===== src/rtl/sort_pkg.sv =====
// Shared widths, the sorted-word type and the thermometer-code ones counter
// used by the sort arbiter.
package sort_pkg;
    localparam int SORT_W = 16;
    localparam int CNT_W  = 5;

    typedef logic [SORT_W-1:0] sort_word_t;

    // Leading ones from bit 15: the highest zero bit fixes the count.
    function automatic logic [CNT_W-1:0] thermo_count(input sort_word_t w);
        logic [CNT_W-1:0] c;
        c = CNT_W'(SORT_W);
        for (int i = 0; i < SORT_W; i++) begin
            if (!w[i]) c = CNT_W'(SORT_W - 1 - i);
        end
        return c;
    endfunction
endpackage


===== src/rtl/bitonic_sort_16.sv =====
// 16-input bitonic network on single bits. Compare-exchange reduces to
// AND (min) / OR (max), and the ones end up packed toward bit 15.
import sort_pkg::*;

module bitonic_sort_16 (
    input  sort_word_t data_i,
    output sort_word_t sorted_o
);
    sort_word_t v;
    int         l;
    logic       a, b;

    always_comb begin
        v = data_i;
        l = 0;
        a = 1'b0;
        b = 1'b0;
        for (int ks = 1; ks <= 4; ks++) begin
            for (int js = ks - 1; js >= 0; js--) begin
                for (int i = 0; i < SORT_W; i++) begin
                    l = i ^ (1 << js);
                    if (l > i) begin
                        a = v[i];
                        b = v[l];
                        // Ascending blocks put the max at the higher index.
                        if ((i & (1 << ks)) == 0) begin
                            v[i] = a & b;
                            v[l] = a | b;
                        end else begin
                            v[i] = a | b;
                            v[l] = a & b;
                        end
                    end
                end
            end
        end
        sorted_o = v;
    end
endmodule


===== src/rtl/rr_arbiter.sv =====
// Combinational round-robin arbiter. The search starts at ptr and wraps
// modulo NREQ. The grant is one-hot, or zero when nothing is requesting.
module rr_arbiter #(
    parameter int NREQ = 4,
    parameter int ID_W = $clog2(NREQ)
) (
    input  logic [NREQ-1:0] req,
    input  logic [ID_W-1:0] ptr,
    output logic [NREQ-1:0] grant,
    output logic [ID_W-1:0] grant_idx
);
    logic found;
    int   idx;

    always_comb begin
        grant     = '0;
        grant_idx = '0;
        found     = 1'b0;
        idx       = 0;
        for (int off = 0; off < NREQ; off++) begin
            idx = int'(ptr) + off;
            if (idx >= NREQ) idx = idx - NREQ;
            if (!found && req[idx]) begin
                found      = 1'b1;
                grant[idx] = 1'b1;
                grant_idx  = ID_W'(idx);
            end
        end
    end
endmodule


===== src/rtl/sort_arbiter.sv =====
// Shares one bitonic bit-sorter among NREQ requesters through a round-robin
// arbiter and a two-stage valid/ready pipeline (capture, then output).
import sort_pkg::*;

module sort_arbiter #(
    parameter int NREQ = 4,
    parameter int ID_W = $clog2(NREQ)
) (
    input  logic                   clk,
    input  logic                   rst,
    input  logic [NREQ-1:0]        req_valid,
    output logic [NREQ-1:0]        req_ready,
    input  logic [SORT_W*NREQ-1:0] req_data,
    output logic                   out_valid,
    input  logic                   out_ready,
    output logic [ID_W-1:0]        out_id,
    output logic [SORT_W-1:0]      out_sorted,
    output logic [CNT_W-1:0]       out_count,
    output logic                   busy
);
    logic [NREQ-1:0] grant;
    logic [ID_W-1:0] grant_idx;
    logic [ID_W-1:0] rr_ptr_q, rr_ptr_d;
    sort_word_t      grant_data;
    sort_word_t      sorted;
    logic            s1_load_ok, s2_load_ok, accept;

    logic            s1_valid_q;
    sort_word_t      s1_data_q;
    logic [ID_W-1:0] s1_id_q;

    logic            out_valid_q;
    logic [ID_W-1:0] out_id_q;
    sort_word_t      out_sorted_q;
    logic [CNT_W-1:0] out_count_q;

    rr_arbiter #(.NREQ(NREQ), .ID_W(ID_W)) u_arb (
        .req       (req_valid),
        .ptr       (rr_ptr_q),
        .grant     (grant),
        .grant_idx (grant_idx)
    );

    assign s2_load_ok = !out_valid_q | out_ready;
    assign s1_load_ok = !s1_valid_q | s2_load_ok;
    assign req_ready  = grant & {NREQ{s1_load_ok & !rst}};
    assign accept     = |req_ready;

    // AND-OR mux; the grant is one-hot so at most one lane contributes.
    always_comb begin
        grant_data = '0;
        for (int i = 0; i < NREQ; i++) begin
            grant_data = grant_data | (req_data[SORT_W*i +: SORT_W] & {SORT_W{grant[i]}});
        end
    end

    always_comb begin
        rr_ptr_d = rr_ptr_q;
        if (accept) begin
            rr_ptr_d = (grant_idx == ID_W'(NREQ - 1)) ? '0 : grant_idx + ID_W'(1);
        end
    end

    bitonic_sort_16 u_sort (
        .data_i   (s1_data_q),
        .sorted_o (sorted)
    );

    always_ff @(posedge clk) begin
        if (rst) begin
            rr_ptr_q     <= '0;
            s1_valid_q   <= 1'b0;
            s1_data_q    <= '0;
            s1_id_q      <= '0;
            out_valid_q  <= 1'b0;
            out_id_q     <= '0;
            out_sorted_q <= '0;
            out_count_q  <= '0;
        end else begin
            rr_ptr_q <= rr_ptr_d;
            if (s1_load_ok) begin
                s1_valid_q <= accept;
                if (accept) begin
                    s1_data_q <= grant_data;
                    s1_id_q   <= grant_idx;
                end
            end
            if (s2_load_ok) begin
                out_valid_q <= s1_valid_q;
                if (s1_valid_q) begin
                    out_id_q     <= s1_id_q;
                    out_sorted_q <= sorted;
                    out_count_q  <= thermo_count(sorted);
                end
            end
        end
    end

    assign out_valid  = out_valid_q;
    assign out_id     = out_id_q;
    assign out_sorted = out_sorted_q;
    assign out_count  = out_count_q;
    assign busy       = s1_valid_q | out_valid_q;
endmodule


===== config.mk =====
export PLATFORM = sky130hd
export DESIGN_NAME = sort_arbiter
export DESIGN_NICKNAME = d
export VERILOG_FILES = /design/src/rtl/sort_pkg.sv /design/src/rtl/bitonic_sort_16.sv /design/src/rtl/rr_arbiter.sv /design/src/rtl/sort_arbiter.sv
export SDC_FILE = /design/constraint.sdc
export NUM_CORES = 1
export LEC_CHECK = 0
export CORE_UTILIZATION = 40
export CTS_CLUSTER_DIAMETER = 150
export DETAILED_ROUTE_END_ITERATION = 8
export PLACE_DENSITY = 0.8
export SLEW_MARGIN = 20
export SYNTH_ARGS = -nofsm -noshare
export SYNTH_HDL_FRONTEND = slang
export SYNTH_SLANG_ARGS = --single-unit

===== constraint.sdc =====
create_clock -name clk -period 8.8 [get_ports clk]
set_input_delay 1.76 -clock clk [delete_from_list [all_inputs] [get_ports clk]]
set_output_delay 1.76 -clock clk [all_outputs]
set_load 0.005 [all_outputs]

==> results of run 1 <==
## final cells by class
type                    count  area, sq um
clock buffers               5         68.8
clock inverters             3         25.0
fillers                   789         3790
inverters                   6         22.5
multi-input cells         355         2310
flip-flops and latches     45          901
well taps                 105          131
repair buffers            101         1000
## per-layer routing
| metal | part of all wire, % | vias to the layer above | GRT usage (%) |
|---|---|---|---|
| li1 | - | 1835 | - |
| met1 | 45 | 1701 | 25.8 |
| met4 | 1.8 | 0 | 5.81 |
| met2 | 50 | 68 | 38.4 |
| met3 | 3.2 | 14 | 2.66 |
| met5 | 0 | - | 0 |
## worst reg2reg max path: stages (launching register included)
cell and delay, ns:
dfxtp_1 0.64, inv_1 0.27, ha_1 0.44, or3_1 0.37, nor3_1 0.14, a311oi_1 0.07
a21oi_1 0.35, a221o_1 0.68, o41a_1 0.23, buf_4 0.38, nor2_1 0.08, a311oi_1 0.27
## flip-flops by register name, summed over array words and instances (netlist names)
register and count:
out_count 5, out_id 2, out_sorted 16, out_valid 1, rr_ptr_q 2, s1_data_q 16, s1_id_q 2, s1_valid_q 1
## kinds of logic (layout without fill, tap and decap cells)
kind of cell	count (synthesis)	count (layout)	synth area share, %
xor+xnor	1	1	0.255
mux	4	4	1.89
compound gates	155	155	35.2
flops	45	45	26.2
buf+inv	48	115	6.48
simple gates	184	184	26.1
fa+ha+maj	11	11	3.79
## worst max-delay path by stage
stage,slack (ns),from,to
final,2.34,req_valid[2],req_ready[0]
after global routing,2.15,req_valid[2],req_ready[0]
after CTS,2.32,req_valid[2],req_ready[0]
after detailed placement,2.32,req_valid[2],req_ready[0]
after global placement,2.44,req_valid[2],req_ready[0]
after floorplan,3.49,req_valid[1],req_ready[3]
## power breakdown
| part | leakage, nW | internal, W | total (W) | switching (W) |
|---|---|---|---|---|
| logic | 1.24 | 0.000293 | 0.000641 | 0.000348 |
| registers | 0.369 | 0.000256 | 0.000343 | 0.0000865 |
| clock network | 0.0447 | 0.0000574 | 0.000133 | 0.0000754 |
## per-stage QoR
step	utilization (%)	total power, W
global route	54.0	0.00122
detailed placement	52.9	0.000986
CTS	54.0	0.00112
floorplan	-	0.000827
finish	54.0	0.00112
global placement	52.9	0.000963
## cells in the final DEF, fill, tap and decap left out, types with 6 or more instances in the layout
master | synthesis | final
a211o_1 | 7 | 7
a211oi_1 | 10 | 10
a21oi_1 | 28 | 28
a22oi_1 | 34 | 34
a311oi_1 | 12 | 12
a311oi_2 | 8 | 8
and2_1 | 11 | 11
clkdlybuf4s50_1 | 0 | 98
dfxtp_1 | 45 | 45
ha_1 | 8 | 8
nand2_1 | 44 | 44
nand3_1 | 6 | 6
nor2_1 | 66 | 66
nor3_1 | 11 | 11
o211a_1 | 6 | 6
o21ai_0 | 6 | 6
or3_1 | 6 | 6
==> results.md, run 1 <==
* Dpl cell area at 4370 sq um
* Clock transition at path regs at 0.09 ns
* Worst-path cell with the longest stage delay: a221o_1
* Share of layout cells above drive strength 1 at 5.83%
* Postcts setup bufs at 0
* Starting Density at 41.6%
* CP Cell Sequence: clkdlybuf4s50_1 -> mux4_2 -> a211oi_1 -> a221o_1 -> and2_1 -> clkdlybuf4s50_1
* FP Rows at 33
* Peak supply drop at between 100 and 150 uV
* Max-slew headroom at 38.8%
* Fin. max-slew vios at 0
* Asr flop ratio synth at 0%
* HP Start: out_count[2]
* Post-CTS Hold Buffers at 0
* Finished Layout Cells at 620
* CTS tree: done
* Fin crit share at 73.4%
* Gpl congestion at ~0.89
* Layout Nets at 593
* Run status: complete, no violations
* Syn Nets at roughly 530
* Area Growth Syn to Fin at 29.9%
* Remaining Overflow, GRT at 0
* Ys flop type: dfxtp_1
* H-tree depth at 2
* Syn_area_per_cell at 7.67 sq um
* Skew-Pair Late Insertion Delay at 0.30 ns
* Post_cts resized at 0
* CP max FO at 18
* RSZ-0062 raised after global routing: no
* Global-route usage over all layers at 21.1%
* Unique masters post-synth at 61
* Setup slack, reg-to-reg at 4.78 ns
* Crit path largest cell delay at 0.69 ns
* Worst r2r src: rr_ptr_q[0]
* R2r endpoint: s1_data_q[8]
* Fmax at 155 MHz
* Core Area at 8260 sq um
* Ant diodes at 0
* First-pass GRT wire length at 15.4 mm
* CP most frequent cell: clkdlybuf4s50_1
* Mapped cell area at 3440 sq um
* Worst hold slack at about 0.46 ns
* Crit path required time at 7.04 ns
* Cell with the most instances after synthesis: nor2_1
* Die ar. at 8970 sq um
* Io pins at 100
* Area contributors post-synth: dfxtp_1 (26%), a22oi_1 (7.4%), nor2_1 (7.2%)
* Drt pass-1 iters at 5
* CTS Buf Count at 5
* CTS Buffer Depth at 2
* Worst hold stages at 2
* WS Path Type: input port to primary output
* Worst-Margin Slew at 0.918 ns
* WP buf/inv at 2
* Post-synth top area share at 26.2%
* Routed vias/inst at 5.84
* Vias in the first global route at between 3,000 and 4,000
* Synth area leader: dfxtp_1
* Synth warn at 0
* CTS sink cnt at 45
* Design Area, Final at ~4500 sq um
* Worst EP arrival at 4.70 ns
* Final Setup Violations at 0
* Number of synthesized flops with an enable pin at 0
* Final hold vios at 0
* Port-buffer cells at 99
* Via Count at 3,618
* Cells after DPL at 612
* Die width at 94.7 um
* Min-Delay Path Class: flop to flop
* CP top delay family: compound AO/OA/AOI/OAI gates
* Mapped Cells at around 450
* Yosys reg bits at 45
* Largest net degree at the start of global routing at 48
* Pleak at 1.65 nW
* Routed wire length at 9.08 mm
* R2R depth at 11
* Worst Hold End: out_count[2]
* Commonest cells in the netlist: nor2_1 (66), dfxtp_1 (45), nand2_1 (44)
* Sequential area share after synthesis at 26.2%
* CP startpoint kind: input port
* Initial antenna violation count at 0
* Root Driver: clkbuf_8
* Drt drc at 0
* Detailed placement HPWL at 6.89 mm
* Place WS at 2.32 ns
* Antenna viol nets, final at 0
* Power Dens Cells at 250 nW/um^2
* Die height at ~95 um
* WP depth at 6
* Fin crit period at 6.46 ns
* Final worst slack at between 2 and 2.5 ns
* WL/cell at 14.6 um
* Critical Path End Type: primary output
* Drt initial violations at 133
* Max Cap Viol at 0
* Post-Route Setup TNS at 0 ns
* Worst Clk Skew at 0.0102 ns
No activity file was read; power rests on OpenSTA's default activity.
==> inputs of run 2 (changes only) <==
Clock period 8.8 ns to 6.2 ns, I/O delays scaled along.
==> results.md, run 2 (synthesis gave the netlist of run 1 again) <==
* H-tree depth at 2 (unchanged)
* HP Start: out_count[2] (unchanged)
* Core Area at 8260 sq um (unchanged)
* Ant diodes at 0 (unchanged)
* Gpl congestion at 0.863 (was 0.887)
* Power Dens Cells at 374 nW/um^2 (was 250 nW/um^2)
* Commonest non-fill, non-tap cells in the layout: clkdlybuf4s50_1 (98), nor2_1 (66), dfxtp_1 (45) (unchanged)
* Fmax at 193 MHz
* Max Cap Viol at 0 (unchanged)
* Fin. max-slew vios at 0 (unchanged)
* Detailed placement HPWL at 7.23 mm (was 6.89 mm)
* Port-buffer cells at 99 (unchanged)
* Worst r2r src: rr_ptr_q[0] (unchanged)
* Post-Route Setup TNS at 0 ns (unchanged)
* Fin crit period at 5.17 ns
* Antenna viol nets, final at 0 (unchanged)
* CP startpoint kind: input port (unchanged)
* R2R depth at 12 (was 11)
* First-pass GRT wire length at 15.9 mm (was 15.4 mm)
* WL/cell at 15.4 um (was 14.6 um)
* CTS tree: done (unchanged)
* Share of layout cells above drive strength 1 at 6.73% (was 5.83%)
* Routed wire length at 9.66 mm (was 9.08 mm)
* Max-slew headroom at 48.7% (was 38.8%)
* CP max FO at 18 (unchanged)
* WS Path Type: input port to primary output (unchanged)
* Worst-Margin Slew at 0.770 ns (was 0.918 ns)
* Commonest non-fill, non-tap cell in the layout: clkdlybuf4s50_1 (unchanged)
* Final hold vios at 0 (unchanged)
* Worst hold stages at 2 (unchanged)
* Root Driver: clkbuf_8 (unchanged)
* Postcts setup bufs at 0 (unchanged)
* Io pins at 100 (unchanged)
* Largest net degree at the start of global routing at 48 (unchanged)
* Via Count at 3,767 (was 3,618)
* RSZ-0062 raised after global routing: no (unchanged)
* Clock transition at path regs at 0.08 ns (was 0.09 ns)
* Die height at 94.7 um (unchanged)
* Area Growth Syn to Fin at 32.2% (was 29.9%)
* Crit. Startpoint: req_valid[2] (unchanged)
* Routed vias/inst at 6.03 (was 5.84)
* CTS Buf Count at 5 (unchanged)
* Vias in the first global route at 3,486 (was 3,420)
* Skew-Pair Late Insertion Delay at 0.30 ns (about the same)
* Drt pass-1 iters at 5 (unchanged)
* Worst hold slack at 0.455 ns (was 0.458 ns)
* Pleak at 1.70 nW (was 1.65 nW)
* Die width at 94.7 um (unchanged)
* CTS sink cnt at 45 (unchanged)
* FP Rows at 33 (unchanged)
* Post-CTS Hold Buffers at 0 (unchanged)
* Fin crit share at 83.4%
* Initial antenna violation count at 0 (unchanged)
* Layout fillers at 789 (unchanged)
* Final Setup Violations at 0 (unchanged)
* Remaining Overflow, GRT at 0 (unchanged)
* CTS Buffer Depth at 2 (unchanged)
* Min-Delay Path Class: flop to flop (unchanged)
* Critical Path End Type: primary output (unchanged)
* Finished Layout Cells at 625 (was 620)
* Worst Clk Skew at 0.00825 ns (was 0.0102 ns)
* Starting Density at 41.6% (unchanged)
* Layout Nets at 598 (was 593)
* Cells after DPL at 617 (was 612)
* Post_cts resized at 0 (unchanged)
* Crit path required time at 4.96 ns (was 7.04 ns)
* Worst EP arrival at 3.93 ns (was 4.70 ns)
* Drt drc at 0 (unchanged)
* Run status: complete, no violations (unchanged)
* Die ar. at 8970 sq um (unchanged)
* Drt initial violations at 265 (was 133)
* Global-route usage over all layers at 22.1% (was 21.1%)
* Peak supply drop at 186 uV (was 114 uV)
[run 2: changes by cell type in the layout (fill, tap and decap cells not counted), sizes merged]
cell	delta
clkinv	-1
buf	+5
bufinv	+2
clkinvlp	-1
[run 2: worst paths after layout]
path                                      to  slack (ns)
worst min register to register  out_count[2]        0.46
worst min-delay path            out_count[2]        0.46
worst max-delay path            req_ready[1]        1.03
worst max register to register  s1_data_q[8]        2.38
[run 2: final cells by class]
type | instances | area [sq um] | share of cell area [%]
Multi-Input combinational cell | 355 | 2310 | 50.9
Timing Repair Buffer | 106 | 1040 | 22.9
Sequential cell | 45 | 901 | 19.8
Tap cell | 105 | 131 | 2.89
Clock buffer | 5 | 68.8 | 1.51
Clock inverter | 3 | 68.8 | 1.51
Inverter | 6 | 22.5 | 0.496
[run 2: per-stage QoR]
step                cell area, sq um  power [W]  setup WS [ns]  util [%]
floorplan                       3440    0.00117           1.93         -
global placement                4410    0.00139           1.16      53.4
detailed placement              4410    0.00143           1.08      53.4
CTS                             4540    0.00170           1.08      55.0
global route                    4540    0.00185          0.919      55.0
finish                          4540    0.00170           1.03      55.0
[run 2: per-layer routing]
metal	up-vias	share of wire (%)	global-route usage, %
li1	1837	-	-
met1	1789	42	26.9
met2	123	51	39.6
met3	18	5.0	3.46
met4	0	2.1	6.69
met5	-	0	0
[run 2: power breakdown]
group          total (W)  switching, W  internal, W
Sequential      0.000491      0.000127     0.000364
Combinational   0.000942      0.000508     0.000434
Clock           0.000268      0.000106     0.000162
Total            0.00170      0.000740     0.000960
[run 2: worst max-delay path, stage by stage]
cell,delay [ns]
clkdlybuf4s50_1,0.54
mux4_2,0.58
a211oi_1,0.44
a221o_1,0.23
buf_4,0.22
and2_1,0.16
clkdlybuf4s50_1,0.51
==> inputs of run 3 (changes only) <==
Clock period 6.2 ns to 5.07 ns, I/O delays scaled along.
==> results.md, run 3 (synthesis gave the netlist of run 1 again) <==
* Run status: complete, no violations (unchanged)
* Skew-Pair Late Insertion Delay at 0.30 ns (about the same)
* Initial antenna violation count at 0 (unchanged)
* Fmax at 224 MHz
* Crit path required time at 4.06 ns (was 4.96 ns)
* WS Path Type: input port to primary output (unchanged)
* Post-CTS Hold Buffers at 0 (unchanged)
* Fin. max-slew vios at 0 (unchanged)
* Psw at 0.000918 W (was 0.000740 W)
* Gpl congestion at 0.864 (was 0.863)
* Starting Density at 41.6% (unchanged)
* Final worst slack at 0.597 ns (was 1.03 ns)
* Finished Layout Cells at 625 (unchanged)
* Internal power at 0.00113 W (was 0.000960 W)
* Detailed placement HPWL at 7.06 mm (was 7.23 mm)
* Sequential share of power at 29.1% (was 28.9%)
* CP startpoint kind: input port (unchanged)
* Area Growth Syn to Fin at 31.9% (was 32.2%)
* Vias in the first global route at 3,486 (unchanged)
* Ant diodes at 0 (unchanged)
* Commonest non-fill, non-tap cells in the layout: clkdlybuf4s50_1 (98), nor2_1 (66), dfxtp_1 (45) (unchanged)
* Cells after DPL at 617 (unchanged)
* Port-buffer cells at 99 (unchanged)
* Critical Path End Type: primary output (unchanged)
* Global-route usage over all layers at 21.7% (was 22.1%)
* R2R depth at 12 (unchanged)
* WL/cell at 15.1 um (was 15.4 um)
* Setup slack, reg-to-reg at 1.24 ns (was 2.38 ns)
* Worst hold stages at 2 (unchanged)
* Peak supply drop at 215 uV (was 186 uV)
* Final Setup Violations at 0 (unchanged)
* Fin crit period at 4.47 ns
* Drt initial violations at 239 (was 265)
* Remaining Overflow, GRT at 0 (unchanged)
* H-tree depth at 2 (unchanged)
* Layout fillers at 765 (was 789)
* Worst hold slack at 0.460 ns (was 0.455 ns)
* CTS Buf Count at 5 (unchanged)
* Io pins at 100 (unchanged)
* Fin crit share at between 80 and 90%
* Clock transition at path regs at 0.09 ns (was 0.08 ns)
* Dpl cell area at 4420 sq um (was 4410 sq um)
* Share of layout cells above drive strength 1 at 6.73% (unchanged)
* Drt drc at 0 (unchanged)
* CTS Buffer Depth at 2 (unchanged)
* Root Driver: clkbuf_8 (unchanged)
* Largest net degree at the start of global routing at 47 (was 48)
* Post-Route Setup TNS at 0 ns (unchanged)
* Power Dens Cells at 452 nW/um^2 (was 374 nW/um^2)
* Via Count at 3,726 (was 3,767)
* Area of the multi-input gates at 2310 sq um (unchanged)
* Min-Delay Path Class: flop to flop (unchanged)
* First-pass GRT wire length at 15.8 mm (was 15.9 mm)
* Place WS at 0.644 ns (was 1.08 ns)
* Register area at 901 sq um (unchanged)
* Routed wire length at 9.41 mm (was 9.66 mm)
* CTS tree: done (unchanged)
* Sw Ratio at 44.8% (was 43.5%)
* Pleak at 1.69 nW (was 1.70 nW)
* Design Area, Final at 4530 sq um (was 4540 sq um)
* FP Rows at 33 (unchanged)
* Antenna viol nets, final at 0 (unchanged)
* CP max FO at 9 (was 18)
* Die height at 94.7 um (unchanged)
* Power share of the clock group at 13.7% (was 15.8%)
* Worst EP arrival at 3.46 ns (was 3.93 ns)
* CTS sink cnt at 45 (unchanged)
* Drt pass-1 iters at 5 (unchanged)
* Commonest non-fill, non-tap cell in the layout: clkdlybuf4s50_1 (unchanged)
* Routed vias/inst at 5.96 (was 6.03)
* Final hold vios at 0 (unchanged)
* Comb pwr share at 57.3% (was 55.4%)
* RSZ-0062 raised after global routing: no (unchanged)
* Die ar. at 8970 sq um (unchanged)
* Worst-Margin Slew at 0.736 ns (was 0.770 ns)
* Max Cap Viol at 0 (unchanged)
* Worst Clk Skew at 0.00663 ns (was 0.00825 ns)
* Layout Nets at 598 (unchanged)
* Max-slew headroom at 50.9% (was 48.7%)
* Post_cts resized at 0 (unchanged)
* Postcts setup bufs at 0 (unchanged)
* Die width at 94.7 um (unchanged)
* Core Area at 8260 sq um (unchanged)
run 3: through the flow:
stage / power (W) / util (%)
global route: 0.00222 / 54.9
finish: 0.00205 / 54.9
global placement: 0.00172 / 53.5
detailed placement: 0.00177 / 53.5
CTS: 0.00205 / 54.9
floorplan: 0.00144 / -
run 3: final cells by class:
| type | count | share of cell area, % |
|---|---|---|
| clock buffers | 5 | 1.52 |
| clock inverters | 3 | 1.02 |
| inverters | 6 | 0.497 |
| flip-flops and latches | 45 | 19.9 |
| multi-input cells | 355 | 51.0 |
| well taps | 105 | 2.90 |
| repair buffers | 106 | 23.2 |
run 3: per-layer routing:
layer	vias up	share of wire, %	GRT usage, %
li1	1845	-	-
met1	1756	43	25.7
met2	111	52	40.0
met3	14	3.9	3.14
met4	0	1.6	6.31
met5	-	0	0
run 3: power by group through the flow:
stage / sequential [W] / clock [W] / combinational (W)
global route: 0.000617 / 0.000304 / 0.00130
CTS: 0.000592 / 0.000287 / 0.00117
floorplan: 0.000490 / 0 / 0.000946
detailed placement: 0.000600 / 0 / 0.00117
global placement: 0.000593 / 0 / 0.00113
finish: 0.000596 / 0.000280 / 0.00117
run 3: final timing paths:
kind | from | end
max reg2reg | rr_ptr_q[0] | s1_data_q[6]
max | req_valid[1] | req_ready[2]
min | out_count[2] | out_count[2]
min reg2reg | out_count[2] | out_count[2]
run 3: critical path: stages:
cell and delay, ns:
clkdlybuf4s50_1 0.55, mux4_2 0.57, a211oi_1 0.44, a221o_1 0.25
and2_1 0.13, clkdlybuf4s50_1 0.50
